==> src/rtl/mem_bus_arbiter.sv <==
// Arbitrates the single memory port between I-cache refills and the D-cache,
// tracks tag ownership and routes responses. Optional anti-starvation: MEM_ARB_ANTI_STARVE_EN.
module mem_bus_arbiter #(
`ifdef MEM_ARB_ANTI_STARVE_EN
    parameter int unsigned STARVE_LIMIT = 4,
`endif
    parameter int unsigned MAX_I_OUT    = 4
) (
    input  logic        clock,
    input  logic        reset,

    input  logic        icache_req_valid,
    input  logic [31:0] icache_req_addr,
    output logic        icache_req_accepted,
    output logic        icache_resp_valid,
    output logic [3:0]  icache_resp_tag,
    output logic [63:0] icache_resp_data,

    input  logic        dcache_req_valid,
    input  logic [1:0]  dcache_req_cmd,
    input  logic [31:0] dcache_req_addr,
    input  logic [63:0] dcache_req_data,
    output logic        dcache_req_accepted,
    output logic [3:0]  dcache_req_tag,
    output logic        dcache_resp_valid,
    output logic [3:0]  dcache_resp_tag,
    output logic [63:0] dcache_resp_data,

    input  logic        restore_valid,

    output logic [1:0]  proc2mem_command,
    output logic [31:0] proc2mem_addr,
    output logic [63:0] proc2mem_data,
    input  logic [3:0]  mem2proc_transaction_tag,
    input  logic [3:0]  mem2proc_data_tag,
    input  logic [63:0] mem2proc_data,

    output logic [2:0]  i_outstanding
);

    localparam logic [1:0] MEM_NONE = 2'd0;
    localparam logic [1:0] MEM_LOAD = 2'd1;
    localparam logic [3:0] L_MAX_I  = 4'(MAX_I_OUT);

    logic [15:0] r_valid;
    logic [15:0] r_own_i;
    logic [15:0] r_drop;
    logic [2:0]  r_i_out;

    logic [15:0] w_valid_nxt;
    logic [15:0] w_own_nxt;
    logic [15:0] w_drop_nxt;

    logic        w_i_elig;
    logic        w_force_i;
    logic        w_grant_d;
    logic        w_grant_i;
    logic        w_tag_ok;
    logic        w_acc_d;
    logic        w_acc_i;
    logic        w_alloc;
    logic        w_hit;

    assign w_i_elig  = icache_req_valid && !restore_valid
                       && ({1'b0, r_i_out} < L_MAX_I) && !reset;
    assign w_grant_d = dcache_req_valid && !reset && !w_force_i;
    assign w_grant_i = w_i_elig && !w_grant_d;
    assign w_tag_ok  = |mem2proc_transaction_tag;
    assign w_acc_d   = w_grant_d && w_tag_ok;
    assign w_acc_i   = w_grant_i && w_tag_ok;
    assign w_alloc   = (w_acc_d && (dcache_req_cmd == MEM_LOAD)) || w_acc_i;

`ifdef MEM_ARB_ANTI_STARVE_EN
    localparam logic [7:0] L_STARVE = 8'(STARVE_LIMIT);
    logic [7:0] r_starve;

    assign w_force_i = (r_starve >= L_STARVE) && w_i_elig;

    always_ff @(posedge clock or posedge reset) begin
        if (reset) begin
            r_starve <= '0;
        end else if (!icache_req_valid || w_acc_i) begin
            r_starve <= '0;
        end else if (w_i_elig && (r_starve < L_STARVE)) begin
            r_starve <= r_starve + 8'd1;
        end
    end
`else
    assign w_force_i = 1'b0;
`endif

    always_comb begin
        proc2mem_command = MEM_NONE;
        proc2mem_addr    = '0;
        proc2mem_data    = '0;
        if (w_grant_d) begin
            proc2mem_command = dcache_req_cmd;
            proc2mem_addr    = dcache_req_addr;
            proc2mem_data    = dcache_req_data;
        end else if (w_grant_i) begin
            proc2mem_command = MEM_LOAD;
            proc2mem_addr    = icache_req_addr;
        end
    end

    assign icache_req_accepted = w_acc_i;
    assign dcache_req_accepted = w_acc_d;
    assign dcache_req_tag      = w_acc_d ? mem2proc_transaction_tag : '0;

    assign w_hit             = (|mem2proc_data_tag) && r_valid[mem2proc_data_tag] && !reset;
    assign dcache_resp_valid = w_hit && !r_own_i[mem2proc_data_tag];
    assign icache_resp_valid = w_hit && r_own_i[mem2proc_data_tag] && !r_drop[mem2proc_data_tag];
    assign icache_resp_tag   = mem2proc_data_tag;
    assign dcache_resp_tag   = mem2proc_data_tag;
    assign icache_resp_data  = mem2proc_data;
    assign dcache_resp_data  = mem2proc_data;
    assign i_outstanding     = r_i_out;

    // Free, then drop, then allocate: a tag freed and re-issued in one cycle ends up owned by the new requester.
    always_comb begin
        w_valid_nxt = r_valid;
        w_own_nxt   = r_own_i;
        w_drop_nxt  = r_drop;
        if (w_hit) begin
            w_valid_nxt[mem2proc_data_tag] = 1'b0;
        end
        if (restore_valid) begin
            w_drop_nxt = r_drop | (r_valid & r_own_i);
        end
        if (w_alloc) begin
            w_valid_nxt[mem2proc_transaction_tag] = 1'b1;
            w_own_nxt[mem2proc_transaction_tag]   = w_acc_i;
            w_drop_nxt[mem2proc_transaction_tag]  = 1'b0;
        end
    end

    always_ff @(posedge clock or posedge reset) begin
        if (reset) begin
            r_valid <= '0;
            r_own_i <= '0;
            r_drop  <= '0;
            r_i_out <= '0;
        end else begin
            r_valid <= w_valid_nxt;
            r_own_i <= w_own_nxt;
            r_drop  <= w_drop_nxt;
            if (restore_valid) begin
                r_i_out <= '0;
            end else if (w_acc_i && !icache_resp_valid) begin
                r_i_out <= r_i_out + 3'd1;
            end else if (!w_acc_i && icache_resp_valid) begin
                r_i_out <= r_i_out - 3'd1;
            end
        end
    end

endmodule

==> config.mk <==
export PLATFORM = sky130hd
export DESIGN_NAME = mem_bus_arbiter
export DESIGN_NICKNAME = d
export VERILOG_FILES = /design/src/rtl/mem_bus_arbiter.sv
export SDC_FILE = /design/constraint.sdc
export NUM_CORES = 1
export LEC_CHECK = 0
export BUFFER_PORTS_ARGS = -buffer_cell sky130_fd_sc_hd__buf_2
export CORE_AREA = 2 2 175 177
export CTS_BUF_LIST = sky130_fd_sc_hd__clkbuf_16
export CTS_CLUSTER_DIAMETER = 30
export DETAILED_ROUTE_END_ITERATION = 10
export DIE_AREA = 0 0 177 179
export GPL_TIMING_DRIVEN = 0
export PLACE_DENSITY = 0.52
export SLEW_MARGIN = 20
export SYNTH_ARGS = -nofsm -noshare
export SYNTH_HDL_FRONTEND = slang
export SYNTH_SLANG_ARGS = --single-unit
==> constraint.sdc <==
create_clock -name clock -period 2.5 [get_ports clock]
set_input_delay 0 -clock clock [delete_from_list [all_inputs] [get_ports clock]]
set_output_delay 0 -clock clock [all_outputs]
set_load 0.02 [all_outputs]
Word-level counts from Yosys, hierarchy flattened
Index checks and enable logic that the tools add are counted.
{"block": "totals", "inputBits": 207, "latchBits": 0, "output_inout_bits": 245, "ram_bits": 0, "register_bits": 51, "wordCells": 71, "memories": 0, "romBits": 0}
{"block": "classes", "bitwise_logic": 7, "addsub": 2, "magnitude_cmp": 5, "mul": 0, "eq_ne": 1, "n_mux": 24, "n_reduce_logical": 28, "shift": 0, "div_mod_pow": 0}
{"operator": "16-bit two-way mux", "count": 4}
{"operator": "32-bit two-way mux", "count": 2}
{"operator": "64-bit two-way mux", "count": 1}
{"operator": "16-bit AND", "count": 3}
{"operator": "16-bit inverter", "count": 2}
{"operator": "16-bit OR", "count": 2}
{"operator": "1-bit logical AND", "count": 17}
{"operator": "16-bit bitwise mux", "count": 1}
{"operator": "1-bit binary-select mux with 4-bit select", "count": 3}
{"operator": "4-bit by 5-bit less-than comparator with 1-bit output (second input constant)", "count": 2}
{"operator": "3-bit two-way mux", "count": 3}
{"operator": "1-bit demux with 4-bit select", "count": 2}
{"operator": "4-bit by 1-bit greater-or-equal comparator with 1-bit output (second input constant)", "count": 2}
{"operator": "4-bit OR reduction", "count": 2}
{"operator": "1-bit logical NOT", "count": 7}
{"operator": "1-bit two-way mux", "count": 6}
{"operator": "4-bit two-way mux", "count": 1}
{"operator": "3-bit by 1-bit adder with 3-bit output (second input constant)", "count": 1}
{"operator": "3-bit less-than comparator (second input constant)", "count": 1}
{"operator": "3-bit nonzero test", "count": 1}
{"operator": "3-bit by 1-bit subtractor with 3-bit output (second input constant)", "count": 1}
{"operator": "2-bit by 1-bit equality test with 1-bit output (second input constant)", "count": 1}
{"operator": "2-bit two-way mux", "count": 1}
{"operator": "1-bit logical OR", "count": 1}

Depth between registers and ports, before layout
Gate-level depths: netlist of the first run.
{"block": "depth", "word_depth": 11, "ltp_mapped": 12, "mapped_depth_nobuf": 10}

Worst setup path before layout of the first run
OpenSTA, ideal clock, no wires.
{"block": "synth_timing", "kind": "register to register", "start": "register r_i_out[2] (netlist: i_outstanding[2])", "end": "register r_i_out[1] (netlist: i_outstanding[1])", "setup_slack_ps": -335, "arrival_ps": 2767, "synth_period_minus_slack_ps": 2835, "stages_incl_launch_ff": 12, "required_time_ps": 2432, "path_cell_list": "dfrtp_1 or4b_4 buf_6 nor3_2 buf_2 buf_2 nor2b_1 fa_1 nor2_1 nand2_1 a32o_1 nand2_1"}
{"block": "synth_between", "elab_chain_cells": 8, "word_cells_on_any_way": 11}
{"item": "from (decl)", "line": "48", "rtl": "logic [2:0] r_i_out;"}
{"item": "from (signal assigned)", "line": "150", "rtl": "r_i_out <= r_i_out + 3'd1;"}
{"item": "from (signal assigned)", "line": "152", "rtl": "r_i_out <= r_i_out - 3'd1;"}
{"item": "3-bit less-than comparator (*)", "line": "65", "rtl": "&& ({1'b0, r_i_out} < L_MAX_I) && !reset;"}
{"item": "1-bit logical AND (*) (2 in a row)", "line": "65"}
{"item": "1-bit logical AND (*)", "line": "67", "rtl": "assign w_grant_i = w_i_elig && !w_grant_d;"}
{"item": "1-bit logical AND (*)", "line": "70", "rtl": "assign w_acc_i = w_grant_i && w_tag_ok;"}
{"item": "net icache_req_accepted", "line": "14", "rtl": "output logic icache_req_accepted,"}
{"item": "1-bit logical AND or 1-bit logical NOT (tied branches)", "line": "149, 151"}
{"item": "3-bit two-way mux or 1-bit logical AND (tied branches)", "line": "149, 151"}
{"item": "3-bit two-way mux or 3-bit nonzero test (tied branches)"}
The timed path passes the listed nets; every way through them passes the cells marked *.
A chain may end at the register's enable or synchronous reset.

Worst setup path in the final report of the first run
{"block": "layout_timing", "start": "register r_own_i[11]", "end": "register r_i_out[1] (netlist: i_outstanding[1])"}
{"block": "layout_between", "elab_chain_cells": 8, "word_cells_on_any_way": 10}
{"item": "from (decl)", "line": "46", "rtl": "logic [15:0] r_own_i;"}
{"item": "from (signal assigned)", "line": "145", "rtl": "r_own_i <= w_own_nxt;"}
{"item": "1-bit binary-select mux with 4-bit select (*)", "line": "112", "rtl": "assign icache_resp_valid = w_hit && r_own_i[mem2proc_data_tag] && !r_drop[mem2proc_data_tag];"}
{"item": "1-bit two-way mux (implied by the code) (*)", "line": "112"}
{"item": "1-bit logical AND (*) (2 in a row)", "line": "112"}
{"item": "1-bit logical NOT", "line": "149", "rtl": "end else if (w_acc_i && !icache_resp_valid) begin"}
{"item": "1-bit logical AND", "line": "149"}
{"item": "3-bit two-way mux", "line": "149"}
{"item": "3-bit two-way mux", "line": "147", "rtl": "if (restore_valid) begin"}
Mark *: on every way between the ends. The rest lies on a longest branch, timed or not. The select of a mux whose other input is x is not followed.

==> results of run 1 <==
-- timing repair --
action,in CTS,in global routing
hold buffers,0,0
buffers inserted,11,1
pin swaps,4,2
gates resized for setup,5,3
setup endpoints to repair,29,5
-- layout by cell type (no fill, tap or decap), types with 4 or more instances in the layout --
master and instances:
o21ai_0 17, a22o_1 32, nand2b_1 4, dfrtp_1 50, buf_6 5, nor2b_1 4, clkbuf_1 20, mux4_2 12
a31oi_1 18, inv_1 4, a21oi_1 12, nand2_1 35, clkbuf_16 5, buf_2 389, nor2_1 9, and2_1 68
a32o_1 4, buf_4 150, mux2_2 12
-- cell usage after synthesis, types with 2 or more instances --
| cell | instances |
|---|---|
| dfrtp_1 | 51 |
| buf_6 | 4 |
| inv_1 | 6 |
| mux2_2 | 13 |
| buf_2 | 7 |
| nor3_2 | 2 |
| or3_1 | 2 |
| mux4_2 | 12 |
| mux2i_1 | 3 |
| buf_4 | 137 |
| nand2_1 | 35 |
| and3_1 | 3 |
| clkbuf_1 | 21 |
| nor2_1 | 10 |
| a31oi_1 | 18 |
| nor3_1 | 3 |
| and2_1 | 68 |
| o21ai_0 | 17 |
| nor2b_1 | 5 |
| nor3b_1 | 2 |
| o2111ai_1 | 2 |
| a21oi_1 | 12 |
| nand3_1 | 3 |
| a32o_1 | 4 |
| nand2b_1 | 4 |
| a22o_1 | 32 |
-- state kept, by name (all words and copies together) (netlist names) --
register,count
r_drop,16
r_own_i,16
r_valid,16
i_outstanding,3
-- critical path, cell delays in order (launching register included) --
cell	delay, ps
dfrtp_1	390
mux4_2	500
mux4_2	530
and3_4	190
nor2b_4	100
fa_1	420
nor2_1	100
nand2_1	50
a32o_1	210
nand2_1	70
-- layer usage --
layer	part of all wire, %	up-vias
li1	-	2378
met1	36	2365
met2	53	263
met3	7.6	28
met4	2.6	8
met5	0.26	-
-- logic make-up after synthesis --
logic type | count (synthesis) | synth area share [%]
buffers and inverters | 175 | 27.0
and+or+nand+nor | 147 | 18.9
AOI/OAI and AO/OA | 93 | 14.9
DFF | 51 | 28.5
muxes | 29 | 10.2
adders and majority gates | 1 | 0.447
-- power groups by stage --
stage	logic, uW	registers, uW	clock network (uW)
after floorplan	710	961	0
after global placement	1120	980	0
after detailed placement	1130	982	0
after CTS	1150	965	700
after global routing	1230	975	727
final	1140	966	685
-- stage by stage --
stage                     util [%]  worst slack, ps  std cells  setup TNS (ps)  total power, uW
after detailed placement      23.1             -291       1277            -554             2110
final                         24.0             -128       1299            -128             2790
after global placement        23.1             -525       1276           -2820             2100
after CTS                     23.9             -125       1296            -134             2820
after floorplan                  -            -51.2        496           -51.2             1670
after global routing          24.0             -210       1297            -273             2930
-- cell type report --
cell class	count	area, um2	area share [%]
Antenna cell	2	5.00	0.0694
Multi-Input combinational cell	270	2030	28.2
Sequential cell	51	1280	17.7
Timing Repair Buffer	397	2020	28.0
Clock buffer	5	125	1.74
Inverter	6	25.0	0.347
Tap cell	396	495	6.87
Clock inverter	3	20.0	0.278
Buffer	169	1210	16.8
-- final timing paths --
path	from	endpoint	slack, ps	cells past startpoint
hold / removal	restore_valid	i_outstanding[0]$_DFFE_PP0P_	100	4
setup / recovery	r_own_i[11]$_DFFE_PP0P_	i_outstanding[1]$_DFFE_PP0P_	-130	9
hold reg to reg	r_valid[0]$_DFF_PP0_	r_valid[0]$_DFF_PP0_	460	1
max in group asynchronous	reset	i_outstanding[2]$_DFFE_PP0P_	1810	3
setup reg to reg	r_own_i[11]$_DFFE_PP0P_	i_outstanding[1]$_DFFE_PP0P_	-130	9
min in group asynchronous	reset	r_valid[6]$_DFF_PP0_	220	3
==> qor.csv, run 1 <==
metric,value,unit
Tot GR Track Use,13.3,%
Seq cells post-synth,51,
syn avg cell area,9.03,um2
Leakage Power,0.00406,uW
Final Hold Fails,0,
dominant cells by area after synthesis,"dfrtp_1 (28%), buf_4 (23%), and2_1 (9.5%)",
Layout area overhead,60.8,%
Syn Std Cell Area,4480,um2
row count,64,
post-synthesis cell type count,46,
Int Pwr,1790,uW
grt total ovfl,0,
final WL,22300,um
Post-synth EDFFs,0,
die span in y,179,um
Worst Path Max Fanout,2,
Clock Path Buffers,2,
core area,30000,um2
layout cells sized above 1,66.3,%
via count,5042,
gr busiest metal,met2,
Worst VDD drop,234,uV
max frequency,380,MHz
max-slew violation count,0,
TritonCTS buffer count,5,
Crit path required time,2730,ps
CP Data Arrival Time,2860,ps
fin area,7210,um2
Post-Synthesis Cells,496,
RD Place Congestion,0.852,
Sw Ratio,35.8,%
worst setup path class,reg -> reg,
Root Buffer,clkbuf_16,
ys flop type,dfrtp_1,
Worst Setup End Kind,flip-flop,
Die ar.,31700,um2
Final setup viols,1,
Final ANT Viol Nets,0,
CTS tree,yes,
Setup Skew,3.85,ps
setup ws final,-128,ps
residual DRC count,0,
H-tree depth,2,
Sequential Power Share,34.6,%
vias in the first global route,4591,
asr flop ratio synth,100,%
Worst-Skew Late Latency,290,ps
violated checks,negative setup slack,
met3 usage in global routing,3.56,%
io pins,452,
P_sw,998,uW
first-pass GRT wire length,30500,um
NumNets Final,1108,
outcome,"complete, but fails checks",
Worst setup SP type,flip-flop,
max_slew headroom,54.9,%
Hold Crit Class,in -> reg,
Die Wd,177,um
PwrDens,387,nW/um2
Yosys top cell area share,28.5,%
Max Cap Viol,0,
Avg WL per Cell,17.2,um
Worst-Margin Slew,676,ps
1st-pass router iterations,4,
fillers,3391,
GRT met1 Usage,14.7,%
RSZ-0062 raised after global routing,true,
Tmin final,2630,ps
Mapped Nets,704,
Synth area leader,dfrtp_1,
Clock Sinks,51,
Starting DRT DRC Count,184,
"Warnings, synthesis",0,
Comb power frac,40.8,%
post-synthesis sequential area ratio,28.5,%
hold slack final,101,ps
Post-DP Area,6940,um2
port bufs,384,
initial antenna violation count,9,
vias per std cell,3.88,
Clock power frac,24.5,%
Clock transition at path regs,70,ps
Initial Util,14.9,%
period utilisation layout,105,%
dpl hpwl,19400,um
met2 usage,24.6,%
largest net degree at the start of global routing,54,
Note: power is estimated with default switching activity, not from simulation.
==> inputs of run 2 (changes only) <==
Settings changed: GPL_TIMING_DRIVEN 0 to unset.
==> run 2 against run 1 <==
  * The flow still finishes with violations (negative setup slack)
  * Sequential share of layout area rose by 4.7 points
  * Hold slack worse by 100 ps
  * Utilization decreased by 5.0 points
  * Largest power group is now sequential cells
==> qor.csv, run 2 (synthesis results as in run 1) <==
metric,value,unit
outcome,"complete, but fails checks",
violated checks,negative setup slack,
port bufs,259,
Final ANT Viol Nets,0,
Sequential Power Share,39.9,%
1st-pass router iterations,4,
wire length on met2,10600,um
Clock transition at path regs,70,ps
die span in y,179,um
Die Wd,177,um
hold-critical path depth,0,
first-pass GRT wire length,27700,um
Final Hold Fails,0,
vias per std cell,3.93,
top flop regs,"r_drop (16), r_own_i (16), r_valid (16)",
Worst Path Max Fanout,2,
slowest cell on the critical path,mux4_2,
Setup Skew,6.08,ps
P_sw,792,uW
RD Place Congestion,0.812,
Worst VDD drop,231,uV
H-tree depth,2,
layout cells sized above 1,55.5,%
NumNets Final,854,
Met3 Wirelength,1770,um
Critical path origin,r_own_i[7]$_DFFE_PP0P_,
max frequency,386,MHz
fillers,3429,
max-slew violation count,0,
PwrDens,424,nW/um2
initial antenna violation count,8,
Clock power frac,27.7,%
RSZ-0062 raised after global routing,true,
core area,30000,um2
r2r startpoint,r_own_i[7]$_DFFE_PP0P_,
"most common cell after layout, fill and taps aside",buf_2,
vias in the first global route,3899,
setup ws final,-94.0,ps
Max Cap Viol,0,
Clock Sinks,51,
Die ar.,31700,um2
non-filler cells in the finished layout,1047,
Tot GR Track Use,12.3,%
top routing layer used,met5,
Tmin final,2590,ps
Final setup viols,1,
TritonCTS buffer count,5,
Worst setup SP type,flip-flop,
final WL,20200,um
Starting DRT DRC Count,191,
Worst-Skew Late Latency,290,ps
min-delay src,mem2proc_data[48],
fin area,5700,um2
max_slew headroom,40.4,%
worst r2r path cells,9,
critical-path cell list,mux4_2 -> mux4_2 -> and3_4 -> nor2b_4 -> fa_1 -> nor2_1 -> nand2_1 -> a32o_1 -> nand2_1,
Comb power frac,32.4,%
Sw Ratio,32.8,%
row count,64,
Leakage Power,0.00303,uW
residual DRC count,0,
CTS tree,yes,
Hold Crit Endpoint,icache_resp_data[48],
Post-DP Area,5530,um2
Worst-Margin Slew,886,ps
worst setup path class,reg -> reg,
period utilisation layout,104,%
DRT met1 WL,7400,um
Hold Crit Class,in -> out,
io pins,452,
grt total ovfl,0,
Root Buffer,clkbuf_16,
largest net degree at the start of global routing,60,
Crit path required time,2730,ps
Layout area overhead,27.1,%
Int Pwr,1620,uW
most frequent cells in the layout,"buf_2 (259), and2_1 (68), dfrtp_1 (50), buf_4 (50), nand2_1 (35)",
register-to-register setup slack,-90,ps
dpl hpwl,17500,um
DP Cell Count,1034,
Worst Setup End Kind,flip-flop,
via count,4110,
CP max stage delay,500,ps
CP Data Arrival Time,2830,ps
setup TNS,-94.0,ps
Initial Util,14.9,%
reg-to-reg critical path endpoint,i_outstanding[1]$_DFFE_PP0P_,
Avg WL per Cell,19.3,um
Clock Path Buffers,2,
## run 2: cell count changes in the layout (fill, tap and decap cells not counted), sizes merged
cell	change
buf	-234
diode	+2
clkinv	+1
dlygate4sd3	+1
inv	-1
clkbuf	-21
## run 2: metrics by stage
step	util [%]	total power, uW	worst slack (ps)	hold slack (ps)
3_3_place_gp	18.4	1760	-132	0.200
5_1_grt	18.9	2540	-216	0.0699
6_report	19.0	2410	-94.0	0.00783
3_5_place_dp	18.4	1770	-144	0.200
2_1_floorplan	-	1670	-51.2	113
4_1_cts	18.9	2430	-91.1	0.200
## run 2: cell type report
cell class	instances	area, um2	area share (%)
Antenna cell	4	10.0	0.176
Multi-Input combinational cell	270	2030	35.6
Timing Repair Buffer	312	1720	30.2
Inverter	6	22.5	0.395
Clock buffer	5	125	2.20
Tap cell	396	495	8.70
Clock inverter	3	15.0	0.264
Sequential cell	51	1280	22.4
## run 2: timing repair
action                                  in CTS  in global routing
hold buffers                                 1                  0
setup buffers                                0                  0
endpoints found under the setup margin       1                  2
hold endpoints to repair                     7                  0
resized for setup                            0                  3
pin swaps                                    3                  1
cloned                                       0                  0
## run 2: worst max path at each step
stage	endpoint	slack, ps	depth (start not counted)
2_1_floorplan	i_outstanding[1]$_DFFE_PP0P_	-50	9
3_3_place_gp	i_outstanding[1]$_DFFE_PP0P_	-130	11
3_5_place_dp	i_outstanding[1]$_DFFE_PP0P_	-140	12
4_1_cts	i_outstanding[1]$_DFFE_PP0P_	-90	9
5_1_grt	i_outstanding[1]$_DFFE_PP0P_	-220	9
6_report	i_outstanding[1]$_DFFE_PP0P_	-90	9
## run 2: power by group through the flow
stage / clock network, uW / logic [uW] / registers (uW)
floorplan: 0 / 710 / 961
global placement: 0 / 785 / 975
detailed placement: 0 / 792 / 975
CTS: 678 / 795 / 960
global route: 716 / 849 / 972
finish: 669 / 782 / 962
## run 2: metal layers
| layer | vias up | track usage (%) |
|---|---|---|
| li1 | 1872 | - |
| met1 | 1962 | 13.8 |
| met2 | 238 | 22.2 |
| met3 | 30 | 3.86 |
| met4 | 8 | 3.79 |
| met5 | - | 0 |
## run 2: critical path, delay by kind of cell, from the launching register on
| family | cells | cell delay, ps |
|---|---|---|
| mux | 2 | 990 |
| simple gates | 5 | 530 |
| fa+ha+maj | 1 | 440 |
| flops | 1 | 380 |
| compound gates | 1 | 200 |
==> inputs of run 3 (changes only) <==
Clock period 2.5 ns to 2.1 ns, I/O delays scaled along.
==> run 3 against run 2 <==
  * The flow still finishes with violations (negative setup slack)
  * Non-clock buffer count rose by 46
  * Clock skew grew 2.7 ps
  * Setup slack worse by 370 ps
  * Combinational power rose by 41%
  * Clock power rose by 39%
  * Flip-flop and latch count stayed put
  * Hold slack hardly changed
  * Via count rose by 6.9%
  * Global-route usage increased by 3.7 points
  * Utilization is 2.5 points higher
  * Highest routed layer unchanged
==> qor.csv, run 3 (synthesis results as in run 1) <==
metric,value,unit
vias in the first global route,4353,
first-pass GRT wire length,34400,um
port bufs,259,
RSZ-0062 raised after global routing,true,
Worst VDD drop,387,uV
slowest cell on the critical path,mux4_2,
H-tree depth,2,
Sequential Power Share,36.0,%
Sw Ratio,32.2,%
Clock Path Buffers,2,
met2 usage,23.5,%
most frequent cells in the layout,"buf_2 (229), buf_4 (93), and2_1 (68)",
Setup WS pre-CTS,-579,ps
met3 usage in global routing,6.02,%
Worst Path Max Fanout,3,
Leakage Power,0.00338,uW
row count,64,
max_slew headroom,54.5,%
Tot GR Track Use,16.0,%
GRT met1 Usage,20.8,%
TritonCTS buffer count,5,
Critical Path End,i_outstanding[1]$_DFFE_PP0P_,
hold slack final,0.00517,ps
Root Buffer,clkbuf_16,
grt total ovfl,0,
P_sw,1020,uW
core area,30000,um2
Final setup viols,34,
initial antenna violation count,10,
Final ANT Viol Nets,0,
Avg WL per Cell,24.2,um
vias per std cell,4.02,
layout cells sized above 1,61.5,%
CTS tree,yes,
PwrDens,491,nW/um2
Worst-Margin Slew,682,ps
Final Hold Fails,0,
max frequency,391,MHz
Int Pwr,2150,uW
Starting DRT DRC Count,310,
1st-pass router iterations,4,
setup ws final,-461,ps
violated checks,negative setup slack,
CP Data Arrival Time,2800,ps
Setup Skew,8.82,ps
Worst-Skew Late Latency,290,ps
gr busiest metal,met2,
worst setup path class,reg -> reg,
via count,4395,
Clock power frac,29.3,%
die span in y,179,um
Comb power frac,34.8,%
reg-to-reg critical path endpoint,i_outstanding[1]$_DFFE_PP0P_,
Hold Crit Class,in -> out,
final WL,26500,um
Max Cap Viol,0,
Crit path required time,2340,ps
Clock transition at path regs,70,ps
RD Place Congestion,0.810,
Tmin final,2560,ps
CP max stage delay,490,ps
register-to-register setup slack,-460,ps
Worst setup SP type,flip-flop,
critical-path cell list,mux4_2 -> mux4_2 -> and3_4 -> nor2b_4 -> fa_1 -> nor2_1 -> nand2_1 -> a32o_1 -> nand2_1,
io pins,452,
outcome,"complete, but fails checks",
worst r2r path cells,9,
residual DRC count,0,
period utilisation layout,122,%
largest net degree at the start of global routing,101,
Worst Setup End Kind,flip-flop,
NumNets Final,900,
top flop regs,"r_drop (16), r_own_i (16), r_valid (16)",
dpl hpwl,22500,um
Layout area overhead,44.1,%
fillers,3330,
Critical path origin,r_own_i[14]$_DFFE_PP0P_,
"most common cell after layout, fill and taps aside",buf_2,
Die Wd,177,um
Initial Util,14.9,%
Die ar.,31700,um2
r2r startpoint,r_own_i[14]$_DFFE_PP0P_,
Clock Sinks,51,
max-slew violation count,0,
[run 3: changes by cell type in the layout (fill, tap and decap cells not counted), moves of 4 or more]
| cell | delta |
|---|---|
| a22o_1 | -8 |
| a22o_4 | +8 |
| buf_12 | +4 |
| buf_2 | -30 |
| buf_4 | +43 |
| buf_6 | +27 |
| nand2_1 | -5 |
| nand2_2 | +5 |
[run 3: worst min-delay path by stage]
stage / startpoint / endpoint / slack [ps] / cells past startpoint
2_1_floorplan: mem2proc_data[0] / dcache_resp_data[0] / 110 / 1
3_3_place_gp: mem2proc_data[29] / dcache_resp_data[29] / 0.2 / 0
3_5_place_dp: mem2proc_data[29] / dcache_resp_data[29] / 0.2 / 0
4_1_cts: mem2proc_data[29] / dcache_resp_data[29] / 0.2 / 0
5_1_grt: mem2proc_data[53] / dcache_resp_data[53] / 0.05 / 0
6_report: mem2proc_data[54] / dcache_resp_data[54] / 0.005 / 0
[run 3: what timing repair did]
| item | 4_1_cts | 5_1_grt |
|---|---|---|
| cloned | 2 | 1 |
| buffers inserted | 1 | 9 |
| setup endpoints to repair | 16 | 43 |
| hold buffers | 0 | 0 |
| resized for setup | 37 | 52 |
| pin swaps | 7 | 19 |
[run 3: critical path: cells and delay by family, from the launching register on]
family | cells | cell delay, ps
adders and majority gates | 1 | 430
muxes | 2 | 960
AOI/OAI and AO/OA | 1 | 220
DFF | 1 | 400
and+or+nand+nor | 5 | 500
[run 3: area by class of cell]
cell class	count	area (um2)	area share, %
flip-flops and latches	51	1280	19.8
well taps	396	495	7.68
inverters	6	22.5	0.349
multi-input cells	270	2150	33.3
clock buffers	5	125	1.94
diodes	4	10.0	0.155
clock inverters	3	37.5	0.582
repair buffers	358	2340	36.2
[run 3: power groups by stage]
| stage | clock [uW] | sequential, uW | combinational [uW] |
|---|---|---|---|
| 5_1_grt | 979 | 1150 | 1180 |
| 4_1_cts | 938 | 1140 | 1070 |
| 6_report | 927 | 1140 | 1100 |
| 3_3_place_gp | 0 | 1150 | 1020 |
| 2_1_floorplan | 0 | 1140 | 846 |
| 3_5_place_dp | 0 | 1160 | 1030 |
[run 3: through the flow]
step	cell area, um2	setup TNS [ps]	std cells	power [uW]	util (%)
floorplan	4520	-822	496	1990	-
global placement	5830	-1120	1070	2180	19.4
detailed placement	5830	-1220	1070	2180	19.4
CTS	6220	-2570	1081	3150	20.7
global route	6450	-6550	1091	3310	21.5
finish	6450	-3510	1093	3170	21.5
[run 3: layer usage]
metal	wire [um]	vias to the layer above
met5	16	-
met4	1040	2
met3	3280	77
met2	11400	258
met1	10700	2096
li1	-	1962
